<file path="config.mk">
export PLATFORM = sky130hd
export DESIGN_NAME = alu4_input_ctrl
export DESIGN_NICKNAME = d
export VERILOG_FILES = /design/src/rtl/alu4_input_ctrl.sv
export SDC_FILE = /design/constraint.sdc
export NUM_CORES = 1
export LEC_CHECK = 0
export CORE_UTILIZATION = 45
export CTS_CLUSTER_DIAMETER = 80
export CTS_CLUSTER_SIZE = 28
export DETAILED_ROUTE_END_ITERATION = 7
export PLACE_DENSITY_LB_ADDON = 0.1
export RECOVER_POWER = 25
export SLEW_MARGIN = 0
export SYNTH_ARGS = -nofsm -noshare
export SYNTH_HDL_FRONTEND = slang
export SYNTH_SLANG_ARGS = --single-unit
</file>
<file path="constraint.sdc">
create_clock -name clk -period 1.6 [get_ports clk]
set_input_delay 0.32 -clock clk [delete_from_list [all_inputs] [get_ports clk]]
set_output_delay 0.32 -clock clk [all_outputs]
set_load 0.03 [all_outputs]
</file>
<file path="src/rtl/alu4_input_ctrl.sv">
`default_nettype none
// ============================================================================
// Module   : alu4_input_ctrl
// Brief    : Switch/pushbutton front end for alu4; loads A, B and op, then
//            registers the ALU result with a valid flag.
// Revision : 1.0 - initial release
// ============================================================================
module alu4_input_ctrl #(
    parameter int DEBOUNCE_CYCLES = 4
) (
    input  logic       clk,
    input  logic       rst,
    input  logic [3:0] sw,
    input  logic [2:0] op_sw,
    input  logic       btn_next,
    input  logic       btn_clear,
    input  logic [3:0] alu_y,
    input  logic       alu_overflow,
    input  logic       alu_zero,
    output logic [3:0] a,
    output logic [3:0] b,
    output logic [2:0] op,
    output logic [3:0] res_y,
    output logic       res_of,
    output logic       res_zero,
    output logic       res_valid,
    output logic       err_op,
    output logic [1:0] state
);

    localparam int                 c_CNT_W   = $clog2(DEBOUNCE_CYCLES);
    localparam logic [c_CNT_W-1:0] c_CNT_MAX = c_CNT_W'(DEBOUNCE_CYCLES - 1);
    localparam int                 c_NBTN    = 2;

    typedef enum logic [1:0] {
        LOAD_A = 2'b00,
        LOAD_B = 2'b01,
        EXEC   = 2'b10,
        SHOW   = 2'b11
    } state_t;

    logic [c_NBTN-1:0] w_btn_raw;
    logic [c_NBTN-1:0] w_press;
    logic              w_next_press;
    logic              w_clear_press;

    assign w_btn_raw     = {btn_clear, btn_next};
    assign w_next_press  = w_press[0];
    assign w_clear_press = w_press[1];

    genvar gi;
    generate
        for (gi = 0; gi < c_NBTN; gi++) begin : g_btn
            logic               r_s1_q;
            logic               r_s2_q;
            logic               r_deb_q;
            logic               w_deb_d;
            logic               r_deb_dly_q;
            logic [c_CNT_W-1:0] r_cnt_q;
            logic [c_CNT_W-1:0] w_cnt_d;

            // Level must differ from the accepted one for DEBOUNCE_CYCLES edges in a row.
            always_comb begin
                w_deb_d = r_deb_q;
                w_cnt_d = '0;
                if (r_s2_q != r_deb_q) begin
                    if (r_cnt_q == c_CNT_MAX) begin
                        w_deb_d = r_s2_q;
                    end else begin
                        w_cnt_d = r_cnt_q + 1'b1;
                    end
                end
            end

            always_ff @(posedge clk or posedge rst) begin
                if (rst) begin
                    r_s1_q      <= 1'b0;
                    r_s2_q      <= 1'b0;
                    r_deb_q     <= 1'b0;
                    r_deb_dly_q <= 1'b0;
                    r_cnt_q     <= '0;
                end else begin
                    r_s1_q      <= w_btn_raw[gi];
                    r_s2_q      <= r_s1_q;
                    r_deb_q     <= w_deb_d;
                    r_deb_dly_q <= r_deb_q;
                    r_cnt_q     <= w_cnt_d;
                end
            end

            assign w_press[gi] = r_deb_q & ~r_deb_dly_q;
        end
    endgenerate

    state_t     r_state_q, w_state_d;
    logic [3:0] r_a_q, w_a_d;
    logic [3:0] r_b_q, w_b_d;
    logic [2:0] r_op_q, w_op_d;
    logic [3:0] r_res_y_q, w_res_y_d;
    logic       r_res_of_q, w_res_of_d;
    logic       r_res_zero_q, w_res_zero_d;
    logic       r_res_valid_q, w_res_valid_d;
    logic       r_err_op_q, w_err_op_d;

    always_comb begin
        w_state_d     = r_state_q;
        w_a_d         = r_a_q;
        w_b_d         = r_b_q;
        w_op_d        = r_op_q;
        w_res_y_d     = r_res_y_q;
        w_res_of_d    = r_res_of_q;
        w_res_zero_d  = r_res_zero_q;
        w_res_valid_d = r_res_valid_q;
        w_err_op_d    = r_err_op_q;
        if (w_clear_press) begin
            w_state_d     = LOAD_A;
            w_a_d         = '0;
            w_b_d         = '0;
            w_op_d        = '0;
            w_res_y_d     = '0;
            w_res_of_d    = 1'b0;
            w_res_zero_d  = 1'b0;
            w_res_valid_d = 1'b0;
            w_err_op_d    = 1'b0;
        end else begin
            case (r_state_q)
                LOAD_A: begin
                    if (w_next_press) begin
                        w_a_d     = sw;
                        w_state_d = LOAD_B;
                    end
                end
                LOAD_B: begin
                    if (w_next_press) begin
                        if (op_sw <= 3'b100) begin
                            w_b_d      = sw;
                            w_op_d     = op_sw;
                            w_err_op_d = 1'b0;
                            w_state_d  = EXEC;
                        end else begin
                            w_err_op_d = 1'b1;
                        end
                    end
                end
                EXEC: begin
                    // ALU inputs have been stable for a full cycle here.
                    w_res_y_d     = alu_y;
                    w_res_of_d    = alu_overflow;
                    w_res_zero_d  = alu_zero;
                    w_res_valid_d = 1'b1;
                    w_state_d     = SHOW;
                end
                SHOW: begin
                    if (w_next_press) begin
                        w_res_valid_d = 1'b0;
                        w_state_d     = LOAD_A;
                    end
                end
                default: w_state_d = LOAD_A;
            endcase
        end
    end

    always_ff @(posedge clk or posedge rst) begin
        if (rst) begin
            r_state_q     <= LOAD_A;
            r_a_q         <= '0;
            r_b_q         <= '0;
            r_op_q        <= '0;
            r_res_y_q     <= '0;
            r_res_of_q    <= 1'b0;
            r_res_zero_q  <= 1'b0;
            r_res_valid_q <= 1'b0;
            r_err_op_q    <= 1'b0;
        end else begin
            r_state_q     <= w_state_d;
            r_a_q         <= w_a_d;
            r_b_q         <= w_b_d;
            r_op_q        <= w_op_d;
            r_res_y_q     <= w_res_y_d;
            r_res_of_q    <= w_res_of_d;
            r_res_zero_q  <= w_res_zero_d;
            r_res_valid_q <= w_res_valid_d;
            r_err_op_q    <= w_err_op_d;
        end
    end

    assign a         = r_a_q;
    assign b         = r_b_q;
    assign op        = r_op_q;
    assign res_y     = r_res_y_q;
    assign res_of    = r_res_of_q;
    assign res_zero  = r_res_zero_q;
    assign res_valid = r_res_valid_q;
    assign err_op    = r_err_op_q;
    assign state     = r_state_q;

endmodule
`default_nettype wire
</file>
==> impl_results.md <==
* Status: finished, final reports clean
* Register Area at around 830 sq um
* Internal power at between 2 and 2.5 mW
* Row cnt at 20
* Max-Cap Viols at 0
* Crit start category: register
* Drt first pass iters at 4
* Placer Congestion at slightly below 0.7
* Delay-heaviest family, CP: flip-flops
* Most frequent cells after synthesis: dfrtp_1 (33), mux2i_1 (8), ha_1 (7), nor2_1 (7), o21ai_0 (7)
* Dominant synthesized flop cell: dfrtp_1
* H-Tree Level Count at 2
* Routed vias/inst at between 4 and 5
* Met2 usage at between 20% and 30%
* R2R Setup Slk at approximately 140 ps
* Slew HR at slightly below 50%
* Die Area at approximately 3400 sq um
* Fmax at a little under 0.7 GHz
* Number of cells on the critical path at 1
* Synth async-reset ratio at 100%
* Final setup viols at 0
* Crit path DAT at about 1200 ps
* Global routing's busiest layer: met2
* CP peak stage delay at 410 ps
* DRC at 0
* Largest net degree at the start of global routing at 34
* Crit path buffers/inverters at 1
* CTS tree: yes
* Netlist cell types at 28
* Hold path depth at 0
* Min Tclk post-route at between 1000 and 1500 ps
* Final hold vios at 0
* Post-Route WL at 2650 microns
* Cell with the most instances after synthesis: dfrtp_1
* Design area at between 1500 and 2000 sq um
* CP max-delay cell: dfrtp_2
* Total number of vias at between 1000 and 1500
* Dpl hpwl at around 1800 microns
* Leak pwr at approximately 0.95 nW
* Slew @ Worst Pin at 778 ps
* Synth top area share at slightly below 60%
* R2R cell count at 6
* N_diodes at 0
* Fill cells at between 200 and 300
* Total GRT Usage at between 10% and 20%
* Sequential area share after synthesis at around 58%
* Combinational Power Share at 47.9%
* Post-synth EDFFs at 0
* First-pass GRT wire length at 4480 microns
* Seq pwr share at between 30% and 40%
* Met3 usage at between 7 and 8%
* Post-Synthesis Cells at 119
* CTS sink count at 33
* Hold Crit Class: register to register
* Initial antenna violation count at 0
* Peak supply drop at around 1.1 mV
* Critical path data required time at roughly 1300 ps
* Switching Fraction at 40.6%
* Syn_nets at 143
* IO Pins at 38
* Crit-path cells: dlygate4sd2_1
* Mean Syn Cell Area at around 12 sq um
* # placed instances at between 200 and 250
* Routed wire per std cell at 12.5 microns
* Clock Power Share at around 20%
* Critical path class: register to output port
* Crit-path max FO at 4
* Met1 GRT Util at approximately a fifth
* Final setup margin at between 100 and 150 ps
* Synth-to-Final Area Change at 37.9%
* GRT overflow at 0
* Post-Synthesis Cell Area at 1430 sq um
* Place WS at -54.9 ps
* Syn. warnings at 0
* PortBufs at 37
* Core footprint at 3030 sq um
* Synth area leader: dfrtp_1
* Critical Path Sink Type: output port
* Tot Pwr at a little over 4 mW
* RSZ-0062 raised after global routing: false
* Seq cells post-synth at 33
* Nets@finish at 190
* Root Buffer: clkbuf_4
* Clock buffer depth at 2
* Clock Latency Late Sink at ~350 ps
* Cell Area, Placed at about 1900 sq um
* Vias in the first global route at between 1000 and 1500
* Inserted Clock Buffers at 5
* Fraction of layout cells with a size suffix above 1 at between 10% and 20%
* Pins over their slew limit at 0
* Antenna viol nets, final at 0
* Die height at between 50 and 60 microns
* Period utilisation layout at ~93%
* Starting Density at 47.2%
* Total Neg Setup Slack at 0 ps
* Setup Buffers After CTS at 0
* Initial DRC count at 25
* Die width at between 50 and 60 microns
* Layout Cells excl Fill at around 210
* Skew final at 7.48 ps
* Switching pwr at around 1.7 mW
* Multi-input gate area at ~560 sq um
* Power Density at ~2100 nW/um^2
* Worst-path clk slew at between 100 and 150 ps
* Synth area leaders: dfrtp_1 (58%), ha_1 (6.1%), mux2i_1 (5.6%), o31ai_2 (2.6%), o21ai_0 (2.5%)
==> layout make-up <==
class	count	share of cell area, %
Clock buffer	5	1.90
Multi-Input combinational cell	75	28.3
Tap cell	44	2.79
Sequential cell	33	42.0
Inverter	6	1.14
Timing Repair Buffer	45	20.4
Clock inverter	3	3.49
==> layout by cell type, fill, tap and decap left out <==
master	n
and2b_4	1
nor2_1	7
mux2i_1	8
dlygate4sd2_1	21
bufinv_16	2
a21oi_4	1
xnor2_1	2
buf_4	7
dfrtp_2	2
a21oi_2	1
inv_1	4
nand3_1	4
a21oi_1	5
mux2_1	1
ha_2	1
nor2b_1	3
ha_1	6
clkbuf_4	5
dfrtp_1	31
dlygate4sd3_1	3
inv_2	2
a211oi_4	1
mux2_2	2
inv_6	1
o21bai_1	1
o31ai_2	3
clkbuf_2	1
or2_4	1
clkdlybuf4s50_1	13
nand2_1	6
nand2b_1	5
and2b_1	1
o21ai_1	4
nor3_1	4
o21ai_0	7
==> worst paths after layout <==
| check | from | end |
|---|---|---|
| worst min-delay path | g_btn[1].r_s1_q | g_btn[1].r_s2_q |
| worst max-delay path | state[0] | state[0] |
| min in group asynchronous | rst | b[2] |
| worst min register to register | g_btn[1].r_s1_q | g_btn[1].r_s2_q |
| max in group asynchronous | rst | state[1] |
| worst max register to register | state[1] | state[1] |
==> flip-flops by register name, summed over array words and instances, names as in the netlist, 2 cells and up <==
signal,count
a,4
b,4
g_btn.r_cnt_q,4
g_btn.r_deb_dly_q,2
g_btn.r_deb_q,2
g_btn.r_s1_q,2
g_btn.r_s2_q,2
op,3
res_y,4
state,2
==> routing by layer <==
| layer | share of wire [%] | routed length, microns | vias up |
|---|---|---|---|
| met5 | 0 | 0 | - |
| met4 | 1.8 | 47 | 0 |
| met3 | 5.4 | 142 | 5 |
| met2 | 50 | 1320 | 24 |
| met1 | 43 | 1140 | 501 |
| li1 | - | - | 494 |
==> per-stage QoR <==
| stage | hold slack [ps] | utilization, % |
|---|---|---|
| 6_report | 363 | 65.1 |
| 5_1_grt | 380 | 65.1 |
| 4_1_cts | 350 | 64.9 |
| 3_5_place_dp | 340 | 62.2 |
| 3_3_place_gp | 334 | 62.2 |
| 2_1_floorplan | 331 | - |
==> power by group through the flow <==
stage	clock network, mW	logic [mW]	registers [mW]
floorplan	0	0.977	1.77
global placement	0	2.06	1.34
detailed placement	0	2.10	1.36
CTS	0.823	1.96	1.34
global route	0.858	2.15	1.38
finish	0.809	1.97	1.33
==> repair_timing <==
item | in CTS | in global routing
gates cloned | 0 | 0
endpoints found under the hold margin | 0 | 0
hold buffers | 0 | 0
gates resized for setup | 21 | 3
setup endpoints to repair | 21 | 9
==> kinds of logic after synthesis <==
family	share of synthesized area (%)
simple gates	11.4
compound gates	11.6
mux	7.97
flops	57.8
fa+ha+maj	6.13
buf+inv	3.85
xor+xnor	1.23
Power figures use the tool's default switching activity.
